File: src/rtl/serial_alu_n.sv
// Digit-serial N-bit ALU (AND/OR/ADD/SUB/SLT), LSB digit first, start/done handshake.
// Ports: clk, rst_n, start, a, b, alu_op in; busy, done, result, carry_out, v, set, zero out.
module serial_alu_n #(
   parameter int WIDTH = 32,
   parameter int DIGIT = 1
) (
   input  logic             clk,
   input  logic             rst_n,
   input  logic             start,
   input  logic [WIDTH-1:0] a,
   input  logic [WIDTH-1:0] b,
   input  logic [2:0]       alu_op,
   output logic             busy,
   output logic             done,
   output logic [WIDTH-1:0] result,
   output logic             carry_out,
   output logic             v,
   output logic             set,
   output logic             zero
);

   localparam int N  = WIDTH / DIGIT;
   localparam int CW = (N > 1) ? $clog2(N) : 1;

   localparam logic [1:0] IDLE = 2'd0;
   localparam logic [1:0] RUN  = 2'd1;
   localparam logic [1:0] DONE = 2'd2;

   logic [1:0]       state;
   logic [WIDTH-1:0] aSh;
   logic [WIDTH-1:0] bSh;
   logic [WIDTH-1:0] accRes;
   logic [2:0]       opReg;
   logic [CW-1:0]    cnt;
   logic             carryReg;

   logic isAnd, isOr, isAdd, isSub, isSlt, isArith;

   always_comb begin
      isAnd = 1'b0;
      isOr  = 1'b0;
      isAdd = 1'b0;
      isSub = 1'b0;
      isSlt = 1'b0;
      unique case (1'b1)
         (opReg == 3'b000): isAnd = 1'b1;
         (opReg == 3'b001): isOr  = 1'b1;
         (opReg == 3'b010): isAdd = 1'b1;
         (opReg == 3'b110): isSub = 1'b1;
         (opReg == 3'b111): isSlt = 1'b1;
         default: ;
      endcase
   end

   assign isArith = isAdd | isSub | isSlt;

   // Ripple through the current digit; operands sit in bit 0 upward
   // because the shift registers move the next digit down each cycle.
   logic [DIGIT-1:0] digSum;
   logic [DIGIT-1:0] digLog;
   logic [DIGIT-1:0] digRes;
   logic             digCarry;
   logic             cinMsb;
   logic             coutMsb;
   logic             bInv;

   always_comb begin
      digSum   = '0;
      digLog   = '0;
      digCarry = carryReg;
      cinMsb   = 1'b0;
      bInv     = 1'b0;
      for (int i = 0; i < DIGIT; i++) begin
         bInv      = bSh[i] ^ opReg[2];
         digSum[i] = aSh[i] ^ bInv ^ digCarry;
         cinMsb    = digCarry;
         digCarry  = (aSh[i] & bInv) | (aSh[i] & digCarry)
                   | (bInv & digCarry);
         digLog[i] = isAnd ? (aSh[i] & bSh[i]) : (aSh[i] | bSh[i]);
      end
      coutMsb = digCarry;
   end

   always_comb begin
      digRes = '0;
      unique case (1'b1)
         (isAnd | isOr): digRes = digLog;
         isArith:        digRes = digSum;
         default: ;
      endcase
   end

   // New digit enters at the top; after N cycles the word is aligned.
   logic [WIDTH-1:0] digWide;
   logic [WIDTH-1:0] nextAcc;
   logic [WIDTH-1:0] finalRes;
   logic             vNext;
   logic             setNext;

   assign digWide  = WIDTH'(digRes);
   assign nextAcc  = (accRes >> DIGIT) | (digWide << (WIDTH - DIGIT));
   assign vNext    = cinMsb ^ coutMsb;
   assign setNext  = digSum[DIGIT-1] ^ vNext;
   assign finalRes = isSlt ? WIDTH'(setNext) : nextAcc;

   assign busy = (state == RUN);
   assign done = (state == DONE);

   always_ff @(posedge clk) begin
      if (!rst_n) begin
         state     <= IDLE;
         aSh       <= '0;
         bSh       <= '0;
         accRes    <= '0;
         opReg     <= '0;
         cnt       <= '0;
         carryReg  <= 1'b0;
         result    <= '0;
         carry_out <= 1'b0;
         v         <= 1'b0;
         set       <= 1'b0;
         zero      <= 1'b0;
      end else begin
         unique case (state)
            IDLE: begin
               if (start) begin
                  aSh      <= a;
                  bSh      <= b;
                  opReg    <= alu_op;
                  cnt      <= '0;
                  carryReg <= alu_op[2];
                  accRes   <= '0;
                  state    <= RUN;
               end
            end
            RUN: begin
               aSh      <= aSh >> DIGIT;
               bSh      <= bSh >> DIGIT;
               accRes   <= nextAcc;
               carryReg <= coutMsb;
               cnt      <= cnt + 1'b1;
               if (cnt == CW'(N - 1)) begin
                  result    <= finalRes;
                  carry_out <= isArith & coutMsb;
                  v         <= isArith & vNext;
                  set       <= (isSub | isSlt) & setNext;
                  zero      <= (finalRes == '0);
                  state     <= DONE;
               end
            end
            DONE:    state <= IDLE;
            default: state <= IDLE;
         endcase
      end
   end

endmodule

File: config.mk
export PLATFORM = sky130hd
export DESIGN_NAME = serial_alu_n
export DESIGN_NICKNAME = d
export VERILOG_FILES = /design/src/rtl/serial_alu_n.sv
export SDC_FILE = /design/constraint.sdc
export NUM_CORES = 1
export LEC_CHECK = 0
export CORE_AREA = 2 2 110 112
export CTS_BUF_LIST = sky130_fd_sc_hd__clkbuf_8
export DETAILED_ROUTE_END_ITERATION = 6
export DIE_AREA = 0 0 112 114
export HOLD_SLACK_MARGIN = 0.12
export PLACE_DENSITY = 0.89
export SYNTH_ARGS = -nofsm -noshare
export SYNTH_HDL_FRONTEND = slang
export SYNTH_SLANG_ARGS = --single-unit
File: constraint.sdc
create_clock -name clk -period 3.1 [get_ports clk]
set_input_delay 0.31 -clock clk [delete_from_list [all_inputs] [get_ports clk]]
set_output_delay 0.31 -clock clk [all_outputs]
set_load 0.05 [all_outputs]
Word level (Yosys, flattened, before mapping) --
Cells that the tools add are included.
Storage, ports and cells: memory bits (read-only) 0, RAM bits 0, register bits 143, word-level logic and storage cells 71, output and inout port bits 38, memories kept 0, bits in latches 0, input port bits 70
Operators by class: eq/ne operators 9, mux-type cells 21, $add $sub $neg 1, bitwise gates (word level) 20, divide/modulo/power cells 0, multiply operators 0, reduce and logical (&&, ||, !) cells 8, $lt $le $gt $ge 0, shift operators 0
Operators with widths (count):
- one-hot mux 32 bit (2 select lines) | 3
- two-way mux 32 bit | 4
- zero test 32 bit | 1
- OR 31 x 32 -> 32 bit | 1
- one-hot mux 5 bit (2 select lines) | 1
- AND reduction 2 bit | 4
- bitwise AND 1 bit | 7
- two-way mux 1 bit | 7
- OR 1 bit | 7
- == test 3 bit (second input constant) | 2
- adder 5 x 1 -> 5 bit (second input constant) | 1
- == test 5 bit (second input constant) | 1
- two-way mux 5 bit | 1
- bitwise XOR 1 bit | 5
- two-way mux 2 bit | 2
- one-hot mux 1 bit (2 select lines) | 2
- one-hot mux 2 bit (2 select lines) | 1
- == test 3 x 1 -> 1 bit (second input constant) | 1
- == test 3 x 2 -> 1 bit (second input constant) | 1
- zero test 3 bit | 1
- == test 2 x 1 -> 1 bit (second input constant) | 1
- == test 2 bit (second input constant) | 1
- zero test 2 bit | 1
- != test 2 x 1 -> 1 bit (second input constant) | 1
- 2 further kinds | 2

Depth between registers and ports, before layout --
depth after elaboration 8, depth in mapped cells 8, mapped depth without buffers 7

Worst setup path before layout --
No wires, ideal clock.
path kind register -> output, start register state[1], end output done, cell stages (with the launch flop) 6, data arrival time 1.488 ns, setup slack 1.302 ns, data required time 2.790 ns, path buffers 3, cell sequence dfxtp_1 buf_6 inv_2 buf_2 buf_1 nor2_1
Between the ends: cells in the longest elaborated chain, start to end 1
Ends and longest elaborated chain:
- from (decl) | RTL line 29 | logic [1:0] state;
- from (signal assigned) | RTL line 111 | state <= IDLE;
- from (signal assigned) | RTL line 133 | state <= RUN;
- from (signal assigned) | RTL line 148 | state <= DONE;
- == test 2 bit | RTL line 107 | assign done = (state == DONE);
- to (decl) | RTL line 14 | output logic done,
No other way between the ends.

Final worst setup path --
start register state[0], end output busy
Between the ends: cells in the longest elaborated chain, start to end 1
Ends and longest elaborated chain:
- == test 2 x 1 -> 1 bit | RTL line 106 | assign busy = (state == RUN);
- to (decl) | RTL line 13 | output logic busy,
No other way between the ends.

==> flow_summary_export.csv <==
group,metric,value,unit
critical_path,cp.depth,3,
die,die_h,114,µm
pwr,p_leak,2.81,nW
synth,ys_seq_elements,142,
sta,timing.hold.ws,0.454,ns
cts,cts_resized,0,
sta,fin_tns_setup,0,ns
critical_path,r2r_cells,5,
sta,setup_violations,0,
cts,cts_sinks,142,
critical_path,worstPathArrival,2.51,ns
critical_path,reg2reg_setup_slack,0.56,ns
sta,fin_crit,2.82,ns
global_route,antenna_found_initial,0,
sta,slew_violations,0,
global_route,grt_pass1_wl,24500,µm
sta,relSlewSlack,40.5,%
drt,postRouteAntennaNets,0,
placement,dp_slack,0.647,ns
placement,dpl.hpwl,9290,µm
critical_path,r2r-start,"state[0]$_SDFFE_PN0P_",
cts,clk_pin_slew,0.08,ns
cells_and_area,area_growth,22.8,%
die,coreArea,11700,µm²
critical_path,crit_path_end,"busy",
critical_path,cp.buffers_inverters,2,
synth,synth_area_leaders,"dfxtp_1, a22oi_1, o21ai_0",
synth,synth_cells,745,
cells_and_area,final_common_cell,"dfxtp_1",
global_route,globalRouteOverflowTotal,0,
cts,holdBufCountCts,0,
sta,final.setup_skew,0.0125,ns
global_route,grt_max_degree,76,
drt,drc,0,
die,die-area,12800,µm²
critical_path,path_delay_family,"buffers and inverters",
die,initial_utilization,53.5,%
sta,finalCritPeriodShare,91.0,%
drt,first_pass_iters,5,
cells_and_area,drive_above_1_share,6.57,%
critical_path,cp-startpoint,"state[0]$_SDFFE_PN0P_",
cells_and_area,antenna_cells,0,
pwr,power.density,524,nW/µm²
cts,cts_buffer_depth,2,
sta,setup_slack,0.280,ns
critical_path,cpPeakStageDelay,0.76,ns
drt,wire_per_inst,15.2,µm
drt,vias,5661,
flow_run,max_cap_violations,0,
cts,cts_setup_buffers,0,
placement,gp_congestion,0.831,
synth,synth.yosys.warnings,0,
synth,synth.top_cell.area_share,45.4,%
synth,syn-cell-area,6260,µm²
placement,port-buffer-count,107,
critical_path,worstPathRequired,2.79,ns
synth,synth_nets,819,
cts,clk_latency,0.43,ns
cells_and_area,layout.nets,883,
synth,ys_types,47,
cells_and_area,layout_common_cells,"dfxtp_1, clkdlybuf4s50_1, o21ai_0",
synth,synth_flop_cell,"dfxtp_1",
drt,wl,14700,µm
critical_path,crit_chain,"nand2b_4 > inv_2 > buf_12",
global_route,track_usage,23.0,%
synth,synthArstFlopShare,0,%
cts,cts_root_buf,"clkbuf_8",
synth,synth_edf_count,0,
cts,cts-buffers-inserted,17,
critical_path,critical_path_class,"reg2out",
cells_and_area,finalNonFillerCells,969,
critical_path,critPathSlowestCell,"dfxtp_1",
placement,dp_cells,937,
synth,synth_area_per_cell,8.41,µm²
synth,yosysTopAreaCell,"dfxtp_1",
die,rows,40,
min_path,holdCritPathClass,"in2reg",
sta,tightest_slew,0.889,ns
critical_path,rr_endpoint,"set$_SDFFE_PN0P_",
pwr,ir_drop,379,µV
cts,cts_tree,"done",
sta,hold_viol,0,
drt,initialDrtViolationCount,464,
sta,rsz0062_at_grt,"no",
critical_path,crit_path_end_kind,"output pin",
die,dieWidth,112,µm
drt,viasPerCell,5.84,
pwr,p_total,0.00403,W
global_route,grt_pass1_vias,5203,
critical_path,cp_max_fo,40,
cts,htree_levels,4,
outcome,outcome,"complete, no violations",
synth,yosysSeqAreaShare,45.4,%
sta,fmax,355,MHz
critical_path,start_kind,"flip-flop",
die,io_pins,108,
-- through the flow --
stage / utilization [%] / instance area, µm²
global placement: 61.9 / 7250
CTS: 65.7 / 7690
finish: 65.7 / 7690
global route: 65.7 / 7690
floorplan: - / 6260
detailed placement: 61.9 / 7250
-- cell usage after synthesis (5+ instances only) --
cell        n
a21oi_1    65
a22oi_1    63
buf_2      27
buf_4      10
clkbuf_1   27
dfxtp_1   142
inv_1       5
nand2_1    76
nand3_1     5
nor2_1     67
nor2b_1    66
o21ai_0    94
o221ai_1   38
-- worst reg2reg max path, cell delays in order (launching register included) --
cell and delay, ns:
dfxtp_1 0.76, nand2b_4 0.40, inv_2 0.69, and2_4 0.31
nand4_1 0.13, a21boi_1 0.19
-- kinds of logic (layout without fill, tap and decap cells) --
group | count (synthesis) | in the layout | synth area share (%)
buffers and inverters | 77 | 154 | 6.05
AO/OA/AOI/OAI | 278 | 278 | 27.9
flip-flops | 142 | 142 | 45.4
XOR/XNOR | 2 | 2 | 0.280
multiplexers | 2 | 2 | 0.340
AND/OR/NAND/NOR | 239 | 239 | 18.8
adder cells (fa/ha/maj) | 5 | 5 | 1.20
-- sequential cells by signal (all words and copies together), names as in the netlist --
register,cells
bSh,32
result,32
carry_out,1
set,1
cnt,5
state,2
zero,1
carryReg,1
v,1
aSh,32
opReg,3
accRes,31
-- power breakdown --
part,switching (W),total [W],internal [W]
sequential,0.0000675,0.00198,0.00191
combinational,0.000236,0.000441,0.000205
clock,0.000709,0.00161,0.000900
total,0.00101,0.00403,0.00302
-- final cells by class --
| cell class | count | area [µm²] |
|---|---|---|
| tap | 147 | 184 |
| clock inverter | 14 | 190 |
| inverter | 7 | 26.3 |
| timing repair buffer | 115 | 1160 |
| multi-input combinational | 526 | 3040 |
| sequential | 142 | 2840 |
| clock buffer | 18 | 248 |
| fill | 962 | 4020 |
-- worst min path at each step --
stage | start | end | slack [ns] | depth (start not counted)
final | rst_n | cnt[0]$_SDFFE_PN0P_ | 0.45 | 2
after floorplan | alu_op[2] | opReg[2]$_SDFFE_PN0P_ | 0.44 | 2
after global routing | rst_n | cnt[0]$_SDFFE_PN0P_ | 0.47 | 2
after detailed placement | zero$_SDFFE_PN0P_ | zero$_SDFFE_PN0P_ | 0.48 | 2
after CTS | rst_n | cnt[0]$_SDFFE_PN0P_ | 0.44 | 2
after global placement | set$_SDFFE_PN0P_ | set$_SDFFE_PN0P_ | 0.47 | 2
-- routing by layer --
metal  track usage [%]  up-vias  share of wire, %
met5                 0        -                 0
met1              30.6     2647                43
met2              38.2      213                49
met4              7.15        0               1.3
met3              4.52       20               6.2
li1                  -     2781                 -
Power figures use the tool's default switching activity.
